## config.mk

```make
export PLATFORM = sky130hd
export DESIGN_NAME = io_port_serializer_flat
export DESIGN_NICKNAME = d
export VERILOG_FILES = /design/src/rtl/io_pkg.sv /design/src/rtl/io_port_serializer_if.sv /design/src/rtl/io_byte_lane_select.sv /design/src/rtl/io_port_serializer.sv /design/src/flat_wrapper.sv
export SDC_FILE = /design/constraint.sdc
export NUM_CORES = 1
export LEC_CHECK = 0
export BUFFER_PORTS_ARGS = -buffer_cell sky130_fd_sc_hd__buf_2
export CAP_MARGIN = 20
export CORE_AREA = 2 2 151 153
export DETAILED_ROUTE_END_ITERATION = 8
export DIE_AREA = 0 0 153 155
export GPL_ROUTABILITY_DRIVEN = 1
export PLACE_DENSITY_LB_ADDON = 0.15
export SLEW_MARGIN = 25
export SYNTH_ARGS = -nofsm -noshare
export SYNTH_HDL_FRONTEND = slang
export SYNTH_HIERARCHICAL = 1
export SYNTH_SLANG_ARGS = --single-unit
```

## constraint.sdc

```tcl
create_clock -name clk -period 2.05 [get_ports clk]
set_input_delay 0.1025 -clock clk [delete_from_list [all_inputs] [get_ports clk]]
set_output_delay 0.1025 -clock clk [all_outputs]
set_load 0.05 [all_outputs]
```

## src/rtl/io_pkg.sv

```systemverilog
// Shared types and opcode field decode for the IO port serializer slice.
// Holds the FSM state enum, opcode class/size fields and byte-width constants.
package io_pkg;

  typedef enum logic [2:0] {
    IDLE,
    STORE,
    LOAD_REQ,
    LOAD_WAIT,
    WRITEBACK
  } ioState_t;

  localparam int BYTE_W   = 8;
  localparam int OPCODE_W = 4;

  // Opcode bits [3:2] select the class; anything not listed is a port load.
  localparam logic [1:0] OP_STORE  = 2'b01;
  localparam logic [1:0] OP_STATUS = 2'b11;

  function automatic logic [1:0] opClass(input logic [OPCODE_W-1:0] op);
    return op[3:2];
  endfunction

  function automatic logic [1:0] opSize(input logic [OPCODE_W-1:0] op);
    return op[1:0];
  endfunction

  function automatic int unsigned clampBytes(input logic [1:0] size, input int unsigned maxBytes);
    int unsigned n;
    n = 32'd1 << size;
    return (n < maxBytes) ? n : maxBytes;
  endfunction

endpackage

```

## src/rtl/io_port_serializer_if.sv

```systemverilog
// Command, byte-port and register-writeback bundle for io_port_serializer.
// The master modport is the serializer side; slave is the surrounding system.
interface io_port_serializer_if #(
  parameter int DATABITWIDTH    = 16,
  parameter int PORTBYTEWIDTH   = 8,
  parameter int REGADDRBITWIDTH = 4
);
  logic                         CommandInACK;
  logic                         CommandInREQ;
  logic [3:0]                   MinorOpcodeIn;
  logic [REGADDRBITWIDTH-1:0]   RegisterDestIn;
  logic [DATABITWIDTH-1:0]      DataAddrIn;
  logic [PORTBYTEWIDTH*8-1:0]   DataIn;
  logic                         PortTxValid;
  logic                         PortTxReady;
  logic                         PortTxWrite;
  logic [DATABITWIDTH-1:0]      PortTxAddr;
  logic [7:0]                   PortTxData;
  logic                         PortRxValid;
  logic [7:0]                   PortRxData;
  logic                         WritebackACK;
  logic                         WritebackREQ;
  logic [REGADDRBITWIDTH-1:0]   WritebackDest;
  logic [DATABITWIDTH-1:0]      WritebackData;
  logic                         TimeoutFlag;

  modport master (
    input  CommandInACK, MinorOpcodeIn, RegisterDestIn, DataAddrIn, DataIn,
           PortTxReady, PortRxValid, PortRxData, WritebackREQ,
    output CommandInREQ, PortTxValid, PortTxWrite, PortTxAddr, PortTxData,
           WritebackACK, WritebackDest, WritebackData, TimeoutFlag
  );

  modport slave (
    output CommandInACK, MinorOpcodeIn, RegisterDestIn, DataAddrIn, DataIn,
           PortTxReady, PortRxValid, PortRxData, WritebackREQ,
    input  CommandInREQ, PortTxValid, PortTxWrite, PortTxAddr, PortTxData,
           WritebackACK, WritebackDest, WritebackData, TimeoutFlag
  );
endinterface

```

## src/rtl/io_byte_lane_select.sv

```systemverilog
// Combinational byte-lane mux: picks one byte of the latched store payload.
module io_byte_lane_select #(
  parameter int PORTBYTEWIDTH = 8,
  parameter int LANE_W        = 3
) (
  input  logic [PORTBYTEWIDTH*8-1:0] dataIn,
  input  logic [LANE_W-1:0]          lane,
  output logic [7:0]                 byteOut
);
  always_comb begin
    byteOut = '0;
    for (int k = 0; k < PORTBYTEWIDTH; k++) begin
      if (lane == LANE_W'(k)) byteOut = dataIn[k*8 +: 8];
    end
  end
endmodule

```

## src/rtl/io_port_serializer.sv

```systemverilog
// Serializes store/load commands into byte-wide port beats and returns load/status data
// as a register writeback. Optional watchdog: define IO_PORT_SERIALIZER_TIMEOUT_EN.
module io_port_serializer
  import io_pkg::*;
#(
  parameter int DATABITWIDTH    = 16,
  parameter int PORTBYTEWIDTH   = 8,
  parameter int REGADDRBITWIDTH = 4,
  parameter int TIMEOUTCYCLES   = 255
) (
  input logic                  clk,
  input logic                  async_rst_n,
  input logic                  clk_en,
  io_port_serializer_if.master bus
);
  localparam int CNT_W    = 4;
  localparam int LANE_W   = (PORTBYTEWIDTH > 1) ? $clog2(PORTBYTEWIDTH) : 1;
  localparam int WB_BYTES = DATABITWIDTH / BYTE_W;

  ioState_t                        state, stateNext;
  logic [CNT_W-1:0]                reqN, reqCnt, rxCnt, cmdN;
  logic [REGADDRBITWIDTH-1:0]      destReg;
  logic [DATABITWIDTH-1:0]         addrReg, wbData, storeCount, beatAddr;
  logic [PORTBYTEWIDTH*BYTE_W-1:0] dataReg;
  logic [LANE_W-1:0]               laneIdx;
  logic [7:0]                      laneByte;
  logic [1:0]                      cmdClass;
  logic cmdXfer, txXfer, rxAccept, wbXfer, lastReq, lastRx, timeoutHit;

  assign cmdClass = opClass(bus.MinorOpcodeIn);
  assign cmdN     = (cmdClass == OP_STORE)
                    ? CNT_W'(clampBytes(opSize(bus.MinorOpcodeIn), PORTBYTEWIDTH))
                    : CNT_W'(clampBytes(opSize(bus.MinorOpcodeIn), WB_BYTES));

  assign cmdXfer  = (state == IDLE) && bus.CommandInACK && clk_en;
  assign txXfer   = ((state == STORE) || (state == LOAD_REQ)) && bus.PortTxReady && clk_en;
  assign rxAccept = ((state == LOAD_REQ) || (state == LOAD_WAIT)) && bus.PortRxValid && clk_en;
  assign wbXfer   = (state == WRITEBACK) && bus.WritebackREQ && clk_en;
  assign lastReq  = (reqCnt == reqN - CNT_W'(1));
  assign lastRx   = (rxCnt == reqN - CNT_W'(1));

  // Beat address wraps at the address width; the lane index wraps at the payload width.
  assign beatAddr = addrReg + DATABITWIDTH'(reqCnt);
  assign laneIdx  = LANE_W'(beatAddr % DATABITWIDTH'(PORTBYTEWIDTH));

  io_byte_lane_select #(
    .PORTBYTEWIDTH (PORTBYTEWIDTH),
    .LANE_W        (LANE_W)
  ) u_laneSelect (
    .dataIn  (dataReg),
    .lane    (laneIdx),
    .byteOut (laneByte)
  );

  always_ff @(posedge clk or negedge async_rst_n) begin
    if (!async_rst_n) state <= IDLE;
    else if (clk_en)  state <= stateNext;
  end

  always_comb begin
    stateNext        = state;
    bus.CommandInREQ = 1'b0;
    bus.PortTxValid  = 1'b0;
    bus.PortTxWrite  = 1'b0;
    bus.WritebackACK = 1'b0;
    case (state)
      IDLE: begin
        bus.CommandInREQ = 1'b1;
        if (cmdXfer) begin
          if (cmdClass == OP_STORE)       stateNext = STORE;
          else if (cmdClass == OP_STATUS) stateNext = WRITEBACK;
          else                            stateNext = LOAD_REQ;
        end
      end
      STORE: begin
        bus.PortTxValid = 1'b1;
        bus.PortTxWrite = 1'b1;
        if ((txXfer && lastReq) || timeoutHit) stateNext = IDLE;
      end
      LOAD_REQ: begin
        bus.PortTxValid = 1'b1;
        // A final byte arriving alongside the final request skips LOAD_WAIT.
        if ((rxAccept && lastRx) || timeoutHit) stateNext = WRITEBACK;
        else if (txXfer && lastReq)             stateNext = LOAD_WAIT;
      end
      LOAD_WAIT: begin
        if ((rxAccept && lastRx) || timeoutHit) stateNext = WRITEBACK;
      end
      WRITEBACK: begin
        bus.WritebackACK = 1'b1;
        if (wbXfer) stateNext = IDLE;
      end
      default: stateNext = IDLE;
    endcase
  end

  always_ff @(posedge clk or negedge async_rst_n) begin
    if (!async_rst_n) begin
      reqN       <= '0;
      reqCnt     <= '0;
      rxCnt      <= '0;
      destReg    <= '0;
      addrReg    <= '0;
      dataReg    <= '0;
      wbData     <= '0;
      storeCount <= '0;
    end else if (clk_en) begin
      if (cmdXfer) begin
        reqN    <= cmdN;
        reqCnt  <= '0;
        rxCnt   <= '0;
        destReg <= bus.RegisterDestIn;
        addrReg <= bus.DataAddrIn;
        dataReg <= bus.DataIn;
        wbData  <= (cmdClass == OP_STATUS) ? storeCount : '0;
      end
      if (txXfer) reqCnt <= reqCnt + CNT_W'(1);
      if (rxAccept) begin
        rxCnt <= rxCnt + CNT_W'(1);
        for (int k = 0; k < WB_BYTES; k++) begin
          if (rxCnt == CNT_W'(k)) wbData[k*8 +: 8] <= bus.PortRxData;
        end
      end
      if (txXfer && lastReq && (state == STORE)) storeCount <= storeCount + DATABITWIDTH'(1);
      if (timeoutHit && (state != STORE)) wbData <= '1;
    end
  end

  assign bus.PortTxAddr    = beatAddr;
  assign bus.PortTxData    = laneByte;
  assign bus.WritebackDest = destReg;
  assign bus.WritebackData = wbData;

`ifdef IO_PORT_SERIALIZER_TIMEOUT_EN
  localparam int WD_W = $clog2(TIMEOUTCYCLES + 1);
  logic [WD_W-1:0] wdCnt;
  logic            wdBusy, wdProgress, timeoutFlagReg;

  // Any accepted beat or received byte counts as progress and restarts the watchdog.
  assign wdBusy     = (state == STORE) || (state == LOAD_REQ) || (state == LOAD_WAIT);
  assign wdProgress = txXfer || rxAccept;
  assign timeoutHit = clk_en && wdBusy && !wdProgress && (wdCnt == WD_W'(TIMEOUTCYCLES - 1));

  always_ff @(posedge clk or negedge async_rst_n) begin
    if (!async_rst_n) begin
      wdCnt          <= '0;
      timeoutFlagReg <= 1'b0;
    end else if (clk_en) begin
      if (!wdBusy || wdProgress || timeoutHit) wdCnt <= '0;
      else                                      wdCnt <= wdCnt + WD_W'(1);
      if (timeoutHit) timeoutFlagReg <= 1'b1;
    end
  end

  assign bus.TimeoutFlag = timeoutFlagReg;
`else
  assign timeoutHit      = 1'b0;
  assign bus.TimeoutFlag = 1'b0;
`endif

endmodule
```

## src/flat_wrapper.sv

```systemverilog
// flat-port wrapper written by rule: the top's interface ports become plain ports
module io_port_serializer_flat import io_pkg::*;
#(
  parameter int DATABITWIDTH    = 16,
  parameter int PORTBYTEWIDTH   = 8,
  parameter int REGADDRBITWIDTH = 4,
  parameter int TIMEOUTCYCLES   = 255
)
  (clk, async_rst_n, clk_en, bus_CommandInACK, bus_MinorOpcodeIn, bus_RegisterDestIn, bus_DataAddrIn, bus_DataIn, bus_PortTxReady, bus_PortRxValid, bus_PortRxData, bus_WritebackREQ, bus_CommandInREQ, bus_PortTxValid, bus_PortTxWrite, bus_PortTxAddr, bus_PortTxData, bus_WritebackACK, bus_WritebackDest, bus_WritebackData, bus_TimeoutFlag);
  io_port_serializer_if #(.DATABITWIDTH(DATABITWIDTH), .PORTBYTEWIDTH(PORTBYTEWIDTH), .REGADDRBITWIDTH(REGADDRBITWIDTH)) bus_i ();
  input logic clk;
  input logic async_rst_n;
  input logic clk_en;
  input wire logic [$bits(bus_i.CommandInACK)-1:0] bus_CommandInACK;
  input wire logic [$bits(bus_i.MinorOpcodeIn)-1:0] bus_MinorOpcodeIn;
  input wire logic [$bits(bus_i.RegisterDestIn)-1:0] bus_RegisterDestIn;
  input wire logic [$bits(bus_i.DataAddrIn)-1:0] bus_DataAddrIn;
  input wire logic [$bits(bus_i.DataIn)-1:0] bus_DataIn;
  input wire logic [$bits(bus_i.PortTxReady)-1:0] bus_PortTxReady;
  input wire logic [$bits(bus_i.PortRxValid)-1:0] bus_PortRxValid;
  input wire logic [$bits(bus_i.PortRxData)-1:0] bus_PortRxData;
  input wire logic [$bits(bus_i.WritebackREQ)-1:0] bus_WritebackREQ;
  output wire logic [$bits(bus_i.CommandInREQ)-1:0] bus_CommandInREQ;
  output wire logic [$bits(bus_i.PortTxValid)-1:0] bus_PortTxValid;
  output wire logic [$bits(bus_i.PortTxWrite)-1:0] bus_PortTxWrite;
  output wire logic [$bits(bus_i.PortTxAddr)-1:0] bus_PortTxAddr;
  output wire logic [$bits(bus_i.PortTxData)-1:0] bus_PortTxData;
  output wire logic [$bits(bus_i.WritebackACK)-1:0] bus_WritebackACK;
  output wire logic [$bits(bus_i.WritebackDest)-1:0] bus_WritebackDest;
  output wire logic [$bits(bus_i.WritebackData)-1:0] bus_WritebackData;
  output wire logic [$bits(bus_i.TimeoutFlag)-1:0] bus_TimeoutFlag;
  assign bus_i.CommandInACK = bus_CommandInACK;
  assign bus_i.MinorOpcodeIn = bus_MinorOpcodeIn;
  assign bus_i.RegisterDestIn = bus_RegisterDestIn;
  assign bus_i.DataAddrIn = bus_DataAddrIn;
  assign bus_i.DataIn = bus_DataIn;
  assign bus_i.PortTxReady = bus_PortTxReady;
  assign bus_i.PortRxValid = bus_PortRxValid;
  assign bus_i.PortRxData = bus_PortRxData;
  assign bus_i.WritebackREQ = bus_WritebackREQ;
  assign bus_CommandInREQ = bus_i.CommandInREQ;
  assign bus_PortTxValid = bus_i.PortTxValid;
  assign bus_PortTxWrite = bus_i.PortTxWrite;
  assign bus_PortTxAddr = bus_i.PortTxAddr;
  assign bus_PortTxData = bus_i.PortTxData;
  assign bus_WritebackACK = bus_i.WritebackACK;
  assign bus_WritebackDest = bus_i.WritebackDest;
  assign bus_WritebackData = bus_i.WritebackData;
  assign bus_TimeoutFlag = bus_i.TimeoutFlag;
  io_port_serializer #(.DATABITWIDTH(DATABITWIDTH), .PORTBYTEWIDTH(PORTBYTEWIDTH), .REGADDRBITWIDTH(REGADDRBITWIDTH), .TIMEOUTCYCLES(TIMEOUTCYCLES)) u_core (.clk(clk), .async_rst_n(async_rst_n), .clk_en(clk_en), .bus(bus_i));
endmodule
```

==> impl_metrics.ini, run 1 <==
[timing]
max_freq_ghz = 0.382
worst_slack_ns = -0.569
setup_viol = 25
period_share_pct = 128
tightestPinTransition_ns = 0.577
finalClockSkew_ns = 0.00897
rsz0062_at_grt = yes
period_needed_ns = 2.62
slew_viol_final = 0
setup_tns_ns = -9.30
slew_headroom_pct = 61.2
hold_viol = 0

[clocking]
cts_inserted_buffers = 17
cts_sinks = 131
h-tree-depth = 4
worstSkewPairLatency_ns = 0.41
cts-root-buf = clkbuf_16
cts_tree = done
clock_path_buffers = 2
cts.clk_slew.worst_paths_ns = 0.06

[worst_hold_path]
hp-start = bus_MinorOpcodeIn[1]
hold_path.class = input pin to register

[placed_design]
place.gp.congestion = 0.820
placed_area_um2 = 8140
hpwl_um = 13200
portBuffers = 150
dp.cells = 1109

[floorplan]
ios = 152
initial_core_util_pct = 29.3
die_y_um = 155
core_um2 = 22200
die_x_um = 153
rows = 55
die_area_um2 = 23700

[grt]
grt_usage_pct = 16.6
gr-total-overflow = 0
grt_pass1_vias = 5751
grt_pass1_wl_um = 31100
grt_antenna_before_repair = 1
grt_max_degree = 58

[pwr]
pwr_density_cell_nw_per_um2 = 1710
finalPower_mw = 17.5
p_leak_nw = 5.17
ir_worst_vdd_v = 0.000754

[critical_path]
reg2reg_slack_ns = -0.04
cp-startpoint = u_core/reqCnt[0]$_DFFE_PN0P_
crit_arrival_ns = 2.52
worstSetupPathType = register to output pin
cp_slowest_cell = fa_2
crit_path_end_kind = output pin
worstSetupStartpointType = register
r2r_start = u_core/reqCnt[1]$_DFFE_PN0P_
required_ns = 1.95
cp_slowest_stage_delay_ns = 0.38
worstPathMaxFanout = 17
path_cells = ha_2 -> inv_2 -> fa_2 -> xnor2_4 -> buf_12 -> mux4_1 -> mux2_4 -> buf_4

[final_layout]
utilization_pct = 45.8
drive_gt1_share_pct = 33.1
fin_area_um2 = 10200
area_delta_synth_final_pct = 56.6
finalNetCount = 1066
instances_no_fill = 1249

[synthesis]
async_flop_share_pct = 100
synth_seq_area_share_pct = 50.4
syn_area_um2 = 6500
yosysTopAreaCell = dfrtp_1
ys_types = 48
synth-edff-count = 0
synth_commonest_cells = nand2_1 (273), dfrtp_1 (131), xnor2_1 (22)
ys_warn_count = 6
synth.area.top_cells = dfrtp_1 (50%), nand2_1 (16%), mux4_1 (6.1%)
ys_ff_latch = 131
synth.most_common_cell = nand2_1
netlist_instances = 664
synth-main-ff-cell = dfrtp_1
avgSynthCellArea_um2 = 9.79
synth.top_cell.area_share_pct = 50.4
syn_nets = 778

[status]
status = finished, violations left
violations = negative setup slack

[drt]
drc = 0
routed_wirelength_um = 19300
drt-pass1-iter-count = 5
wl_per_cell_um = 15.5
via_per_inst = 4.52
drtIter0Drc = 280
vias = 5648
ant_nets = 0

[run]
drv_cap = 0
-- power breakdown --
part	internal (mW)	total, mW	leakage, nW	switching [mW]
Combinational	4.42	9.98	3.22	5.56
Sequential	3.59	4.37	1.65	0.787
Clock	1.94	3.11	0.296	1.17
-- repair_timing --
| action | CTS | global route |
|---|---|---|
| endpoints found under the hold margin | 157 | 0 |
| setup buffers | 8 | 8 |
| pin swaps | 16 | 18 |
| hold buffers | 94 | 0 |
| gates resized for setup | 65 | 34 |
| endpoints found under the setup margin | 27 | 34 |
-- worst max-delay path, delay by kind of cell, from the launching register on --
kind	cells	cell delay, ns
mux	2	0.60
fa+ha+maj	2	0.57
buf+inv	3	0.41
flops	1	0.36
xor+xnor	1	0.17
-- through the flow --
step,hold WS (ns),worst slack [ns]
after floorplan,-0.193,-0.443
after global placement,0.130,-0.137
after CTS,0.108,-0.589
final,0.125,-0.569
after detailed placement,0.125,-0.180
after global routing,0.113,-0.652
-- per-layer routing --
| metal | GRT usage [%] | part of all wire, % | vias up |
|---|---|---|---|
| met2 | 25.3 | 46 | 163 |
| met4 | 4.19 | 0.79 | 0 |
| met5 | 0 | 0 | - |
| li1 | - | - | 2776 |
| met1 | 23.7 | 48 | 2700 |
| met3 | 4.01 | 5.4 | 9 |
-- kinds of logic (layout without fill, tap and decap cells) --
family / after synthesis / after routing / share of synthesized area, %
simple gates: 358 / 358 / 24.4
xor+xnor: 43 / 43 / 6.02
fa+ha+maj: 11 / 11 / 2.23
mux: 28 / 28 / 8.49
other cells: 1 / 2 / 0.0577
compound gates: 40 / 40 / 4.77
flops: 131 / 131 / 50.4
buf+inv: 52 / 351 / 3.66
-- final timing paths --
check                                                           to  cells after the start
max in group asynchronous         u_core/storeCount[2]$_DFFE_PN0P_                      3
min reg2reg                         u_core/dataReg[36]$_DFFE_PN0P_                      2
min in group asynchronous  u_core/bus.WritebackDest[3]$_DFFE_PN0P_                      2
max reg2reg                      u_core/storeCount[13]$_DFFE_PN0P_                     10
max                                              bus_PortTxData[3]                      8
min                                     u_core/reqN[0]$_DFFE_PN0P_                      3
-- state kept, by name, indices dropped and copies added (netlist names) --
signal and count:
u_core/dataReg 64, u_core/state 3, u_core/addrReg 16, u_core/rxCnt 4
u_core/reqCnt 4, u_core/reqN 4, u_core/bus.WritebackDest 4, u_core/bus.WritebackData 16
u_core/storeCount 16
-- layout by cell type (no fill, tap or decap), types with 11 or more instances in the layout --
master	n
nand2_1	272
dfrtp_1	131
buf_2	126
dlygate4sd3_1	94
buf_4	45
buf_6	25
and3_1	18
clkbuf_16	17
inv_1	16
a221o_1	16
xnor2_1	14
xor2_1	12
mux4_1	11
-- layout make-up --
cell class	instances	area [µm²]
timing repair buffer	302	2420
clock inverter	12	158
sequential	131	3280
tap	285	357
multi-input combinational	481	3460
inverter	19	71.3
antenna	1	2.50
clock buffer	18	439
fill	2121	12000
Power figures use the tool's default switching activity.
==> run 2, diff against run 1 <==
- clock period: 2.05 -> 2.4 ns (I/O delays scaled with it)
==> impl_metrics.ini, run 2 (same netlist as run 1, synthesis figures left out) <==
[clocking]
cts_inserted_buffers = 17
h-tree-depth = 4
cts-root-buf = clkbuf_16
cts.clk_slew.worst_paths_ns = 0.06
worstSkewPairLatency_ns = 0.42
cts_sinks = 131
clock_path_buffers = 2
cts_tree = done

[final_layout]
drive_gt1_share_pct = 27.7
mostFrequentLayoutCell = nand2_1
utilization_pct = 42.9
area_delta_synth_final_pct = 46.8
mostFrequentLayoutCells = nand2_1 (272), dfrtp_1 (131), buf_2 (129)
top_register = u_core/dataReg
finalNetCount = 1033
largest_register_ffs = 64
num_antenna_cells = 0

[critical_path]
r2r-end = u_core/storeCount[10]$_DFFE_PN0P_
cp_slowest_cell = fa_2
crit_family = adder cells
ff2ff_path_depth = 7
r2r_start = u_core/reqN[1]$_DFFE_PN0P_
cp_slowest_stage_delay_ns = 0.43
worstSetupStartpointType = register
crit_path_end_kind = output pin
reg2reg_slack_ns = 0.25
worstSetupPathType = register to output pin
crit_arrival_ns = 2.52
worstPathMaxFanout = 17
path_cells = ha_2 -> inv_2 -> fa_2 -> xnor2_4 -> buf_12 -> mux4_1 -> mux2_4 -> buf_4
required_ns = 2.28
path_buf_inv = 3

[drt]
drt-pass1-iter-count = 4
routed_wirelength_um = 18900
drc = 0
drtIter0Drc = 334
via_per_inst = 4.48
ant_nets = 0
wl_per_cell_um = 15.5
vias = 5450

[status]
violations = negative setup slack
status = finished, violations left

[timing]
period_share_pct = 110
hold_viol = 0
max_freq_ghz = 0.379
slew_headroom_pct = 45.5
slew_viol_final = 0
setup_viol = 17
tightestPinTransition_ns = 0.817
worst_slack_ns = -0.242
rsz0062_at_grt = yes
hold_ws_ns = 0.119
period_needed_ns = 2.64
finalClockSkew_ns = 0.0109

[pwr]
p_clk_share_pct = 20.8
ir_worst_vdd_v = 0.000791
comb_power_share_pct = 52.7
p_leak_nw = 4.88
p_int_mw = 8.10
switchingPower_mw = 6.15
pwr_density_cell_nw_per_um2 = 1490
swShare_pct = 43.2
seqPwrFrac_pct = 26.6

[grt]
gr-total-overflow = 0
grt_max_degree = 74
grt_usage_pct = 16.1
grt_antenna_before_repair = 0
grt_pass1_wl_um = 30100
grt_pass1_vias = 5520

[worst_hold_path]
min_to = u_core/reqN[0]$_DFFE_PN0P_
hold_path.class = input pin to register
min_path_cells = 3
hp-start = bus_MinorOpcodeIn[1]

[placed_design]
place.gp.congestion = 0.791
dp_slack_ns = 0.180
portBuffers = 150
hpwl_um = 12700

[floorplan]
core_um2 = 22200
die_x_um = 153
ios = 152
die_area_um2 = 23700
initial_core_util_pct = 29.3
rows = 55
die_y_um = 155

[run]
drv_cap = 0
## run 2: power by group through the flow
stage / logic [mW] / registers, mW / clock network [mW]
floorplan: 5.10 / 3.92 / 0
global placement: 6.76 / 3.83 / 0
detailed placement: 6.84 / 3.78 / 0
CTS: 7.45 / 3.77 / 3.03
global route: 8.03 / 3.90 / 3.15
finish: 7.51 / 3.79 / 2.96
## run 2: worst min-delay path: cells and delay by family
family	cells	cell delay, ns
multiplexers	1	0.15
buffers and inverters	1	0.11
AND/OR/NAND/NOR	1	0.11
## run 2: final cells by class
class	instances	area [µm²]
multi-input cells	481	3150
inverters	19	71.3
repair buffers	269	2020
flip-flops and latches	131	3280
clock buffers	19	453
clock inverters	13	219
fillers	2204	12700
well taps	285	357
## run 2: how the worst max path moves through the flow
| stage | from | end | depth (start not counted) |
|---|---|---|---|
| final | u_core/reqCnt[0]$_DFFE_PN0P_ | bus_PortTxData[6] | 8 |
| after global routing | u_core/addrReg[0]$_DFFE_PN0P_ | bus_PortTxData[0] | 8 |
| after CTS | u_core/addrReg[0]$_DFFE_PN0P_ | bus_PortTxData[7] | 8 |
| after detailed placement | u_core/reqCnt[0]$_DFFE_PN0P_ | bus_PortTxData[3] | 8 |
| after global placement | u_core/reqCnt[0]$_DFFE_PN0P_ | bus_PortTxData[3] | 8 |
| after floorplan | u_core/reqCnt[0]$_DFFE_PN0P_ | bus_PortTxData[0] | 8 |
## run 2: through the flow
step	instances	instance area (µm²)	TNS [ns]	total power [mW]
after floorplan	664	6590	-0.859	9.02
after global placement	1085	7710	0	10.6
after detailed placement	1085	7710	0	10.6
after CTS	1215	9460	-2.24	14.3
after global routing	1217	9540	-5.37	15.1
final	1217	9540	-2.49	14.3
## run 2: routing by layer
layer / global-route usage [%] / part of all wire (%) / routed length [µm]
met4: 3.44 / 0.48 / 91
met5: 0 / 0 / 0
met3: 3.68 / 3.9 / 741
met1: 23.3 / 51 / 9540
met2: 24.8 / 45 / 8500
## run 2: repair_timing
item	4_1_cts	5_1_grt
buffers inserted	4	2
pin swaps	5	7
setup endpoints to repair	20	20
hold buffers	94	0
gates cloned	0	0
hold endpoints to repair	166	0
resized for setup	37	18
==> run 3, diff against run 2 <==
- CELL_PAD_IN_SITES_DETAIL_PLACEMENT: not set -> 1
- CELL_PAD_IN_SITES_GLOBAL_PLACEMENT: not set -> 1
- CORE_AREA: 2 2 151 153 -> 2 2 136 138
- DIE_AREA: 0 0 153 155 -> 0 0 138 140
==> impl_metrics.ini, run 3 (same netlist as run 1, synthesis figures left out) <==
[status]
status = finished, violations left
violations = negative setup slack

[critical_path]
required_ns = 2.28
path_cells = ha_2 -> inv_2 -> fa_2 -> xnor2_4 -> buf_12 -> mux4_1 -> mux2_4 -> buf_4
worstSetupPathType = register to output pin
r2r-end = u_core/storeCount[10]$_DFFE_PN0P_
cp_slowest_stage_delay_ns = 0.39
ff2ff_path_depth = 7
worstSetupStartpointType = register
cp_slowest_cell = fa_2
crit_path_end_kind = output pin
crit_arrival_ns = 2.53
worstPathMaxFanout = 17
reg2reg_slack_ns = 0.23
r2r_start = u_core/reqN[1]$_DFFE_PN0P_

[timing]
period_needed_ns = 2.65
period_share_pct = 110
max_freq_ghz = 0.377
rsz0062_at_grt = yes
slew_headroom_pct = 55.8
hold_viol = 0
tightestPinTransition_ns = 0.657
slew_viol_final = 0
worst_slack_ns = -0.249
setup_viol = 16
finalClockSkew_ns = 0.00812

[final_layout]
num_antenna_cells = 0
area_delta_synth_final_pct = 44.2
fin_area_um2 = 9380
mostFrequentLayoutCells = nand2_1 (272), dfrtp_1 (130), buf_2 (129)
drive_gt1_share_pct = 28.3
finalNetCount = 1030
largest_register_ffs = 64
mostFrequentLayoutCell = nand2_1
top_register = u_core/dataReg

[clocking]
cts_sinks = 131
h-tree-depth = 4
worstSkewPairLatency_ns = 0.42
clock_path_buffers = 2
cts.clk_slew.worst_paths_ns = 0.06
cts_tree = done
cts_inserted_buffers = 17
cts-root-buf = clkbuf_16

[placed_design]
placed_area_um2 = 7630
dp_slack_ns = 0.119
place.gp.congestion = 0.813
hpwl_um = 13600
portBuffers = 150

[grt]
grt_antenna_before_repair = 0
grt_pass1_vias = 6318
gr-total-overflow = 0
grt_max_degree = 72
grt_usage_pct = 22.2
grt_pass1_wl_um = 33900

[drt]
wl_per_cell_um = 18.0
vias = 5785
drtIter0Drc = 220
drc = 0
drt-pass1-iter-count = 4
ant_nets = 0
routed_wirelength_um = 20800
via_per_inst = 5.00

[pwr]
pwr_density_cell_nw_per_um2 = 1470
p_leak_nw = 4.84
ir_worst_vdd_v = 0.00122

[floorplan]
die_y_um = 140
core_um2 = 17800
initial_core_util_pct = 36.6
rows = 49
ios = 152
die_x_um = 138
die_area_um2 = 19300

[worst_hold_path]
hold_path.class = input pin to register
min_to = u_core/reqN[0]$_DFFE_PN0P_
hp-start = bus_MinorOpcodeIn[1]
min_path_cells = 3

[run]
drv_cap = 0
## run 3: cell types whose count changed in the layout (fill, tap and decap cells not counted), sizes merged
cell / before / now
buf: 175 / 172
bufinv: 5 / 1
clkbuf: 19 / 20
clkinv: 2 / 8
clkinvlp: 1 / 2
inv: 24 / 20
## run 3: layer usage
metal  vias up  track usage, %  share of wire, %
li1       2710               -                 -
met1      2877            29.5                45
met2       165            36.6                49
met3        33            4.14               4.6
met4         0            7.68               2.0
met5         -               0                 0
## run 3: worst max-delay path by stage
| stage | start | end | slack (ns) | depth (start not counted) |
|---|---|---|---|---|
| after floorplan | u_core/reqCnt[0]$_DFFE_PN0P_ | bus_PortTxData[0] | -0.15 | 8 |
| after global placement | u_core/reqCnt[1]$_DFFE_PN0P_ | bus_PortTxData[6] | 0.18 | 7 |
| after detailed placement | u_core/reqCnt[1]$_DFFE_PN0P_ | bus_PortTxData[6] | 0.12 | 7 |
| after CTS | u_core/reqCnt[0]$_DFFE_PN0P_ | bus_PortTxData[1] | -0.27 | 8 |
| after global routing | u_core/reqCnt[0]$_DFFE_PN0P_ | bus_PortTxData[4] | -0.35 | 8 |
| final | u_core/reqCnt[0]$_DFFE_PN0P_ | bus_PortTxData[1] | -0.25 | 8 |
## run 3: cell type report
cell class,instances,area [µm²]
Clock inverter,12,109
Timing Repair Buffer,266,2000
Tap cell,229,287
Clock buffer,20,447
Multi-Input combinational cell,481,3180
Fill cell,2017,8400
Inverter,19,71.3
Sequential cell,131,3280
## run 3: worst max-delay path: cells and delay by family, from the launching register on
kind	cells	cell delay, ns
xor gates and xnor gates	1	0.17
adders and majority gates	2	0.58
buffers and inverters	3	0.40
DFF	1	0.35
muxes	2	0.60
## run 3: stage by stage
| stage | utilization, % | setup TNS, ns | power, mW | cells | hold slack (ns) |
|---|---|---|---|---|---|
| 2_1_floorplan | - | -0.859 | 9.02 | 664 | -0.176 |
| 3_3_place_gp | 42.9 | 0 | 10.5 | 1025 | 0.180 |
| 3_5_place_dp | 42.9 | 0 | 10.7 | 1025 | 0.180 |
| 4_1_cts | 52.3 | -2.68 | 13.7 | 1156 | 0.105 |
| 5_1_grt | 52.7 | -4.60 | 14.6 | 1158 | 0.143 |
| 6_report | 52.7 | -2.47 | 13.8 | 1158 | 0.125 |
## run 3: what timing repair did
item | 4_1_cts | 5_1_grt
endpoints found under the setup margin | 20 | 36
hold endpoints to repair | 166 | 0
pin swaps | 7 | 9
hold buffers | 94 | 0
resized for setup | 45 | 16
buffers inserted | 5 | 2
## run 3: power breakdown
part | internal (mW) | leakage [nW] | total [mW] | switching [mW]
sequential | 3.06 | 1.65 | 3.80 | 0.739
clock | 1.45 | 0.270 | 2.45 | 0.993
combinational | 3.06 | 2.92 | 7.58 | 4.52
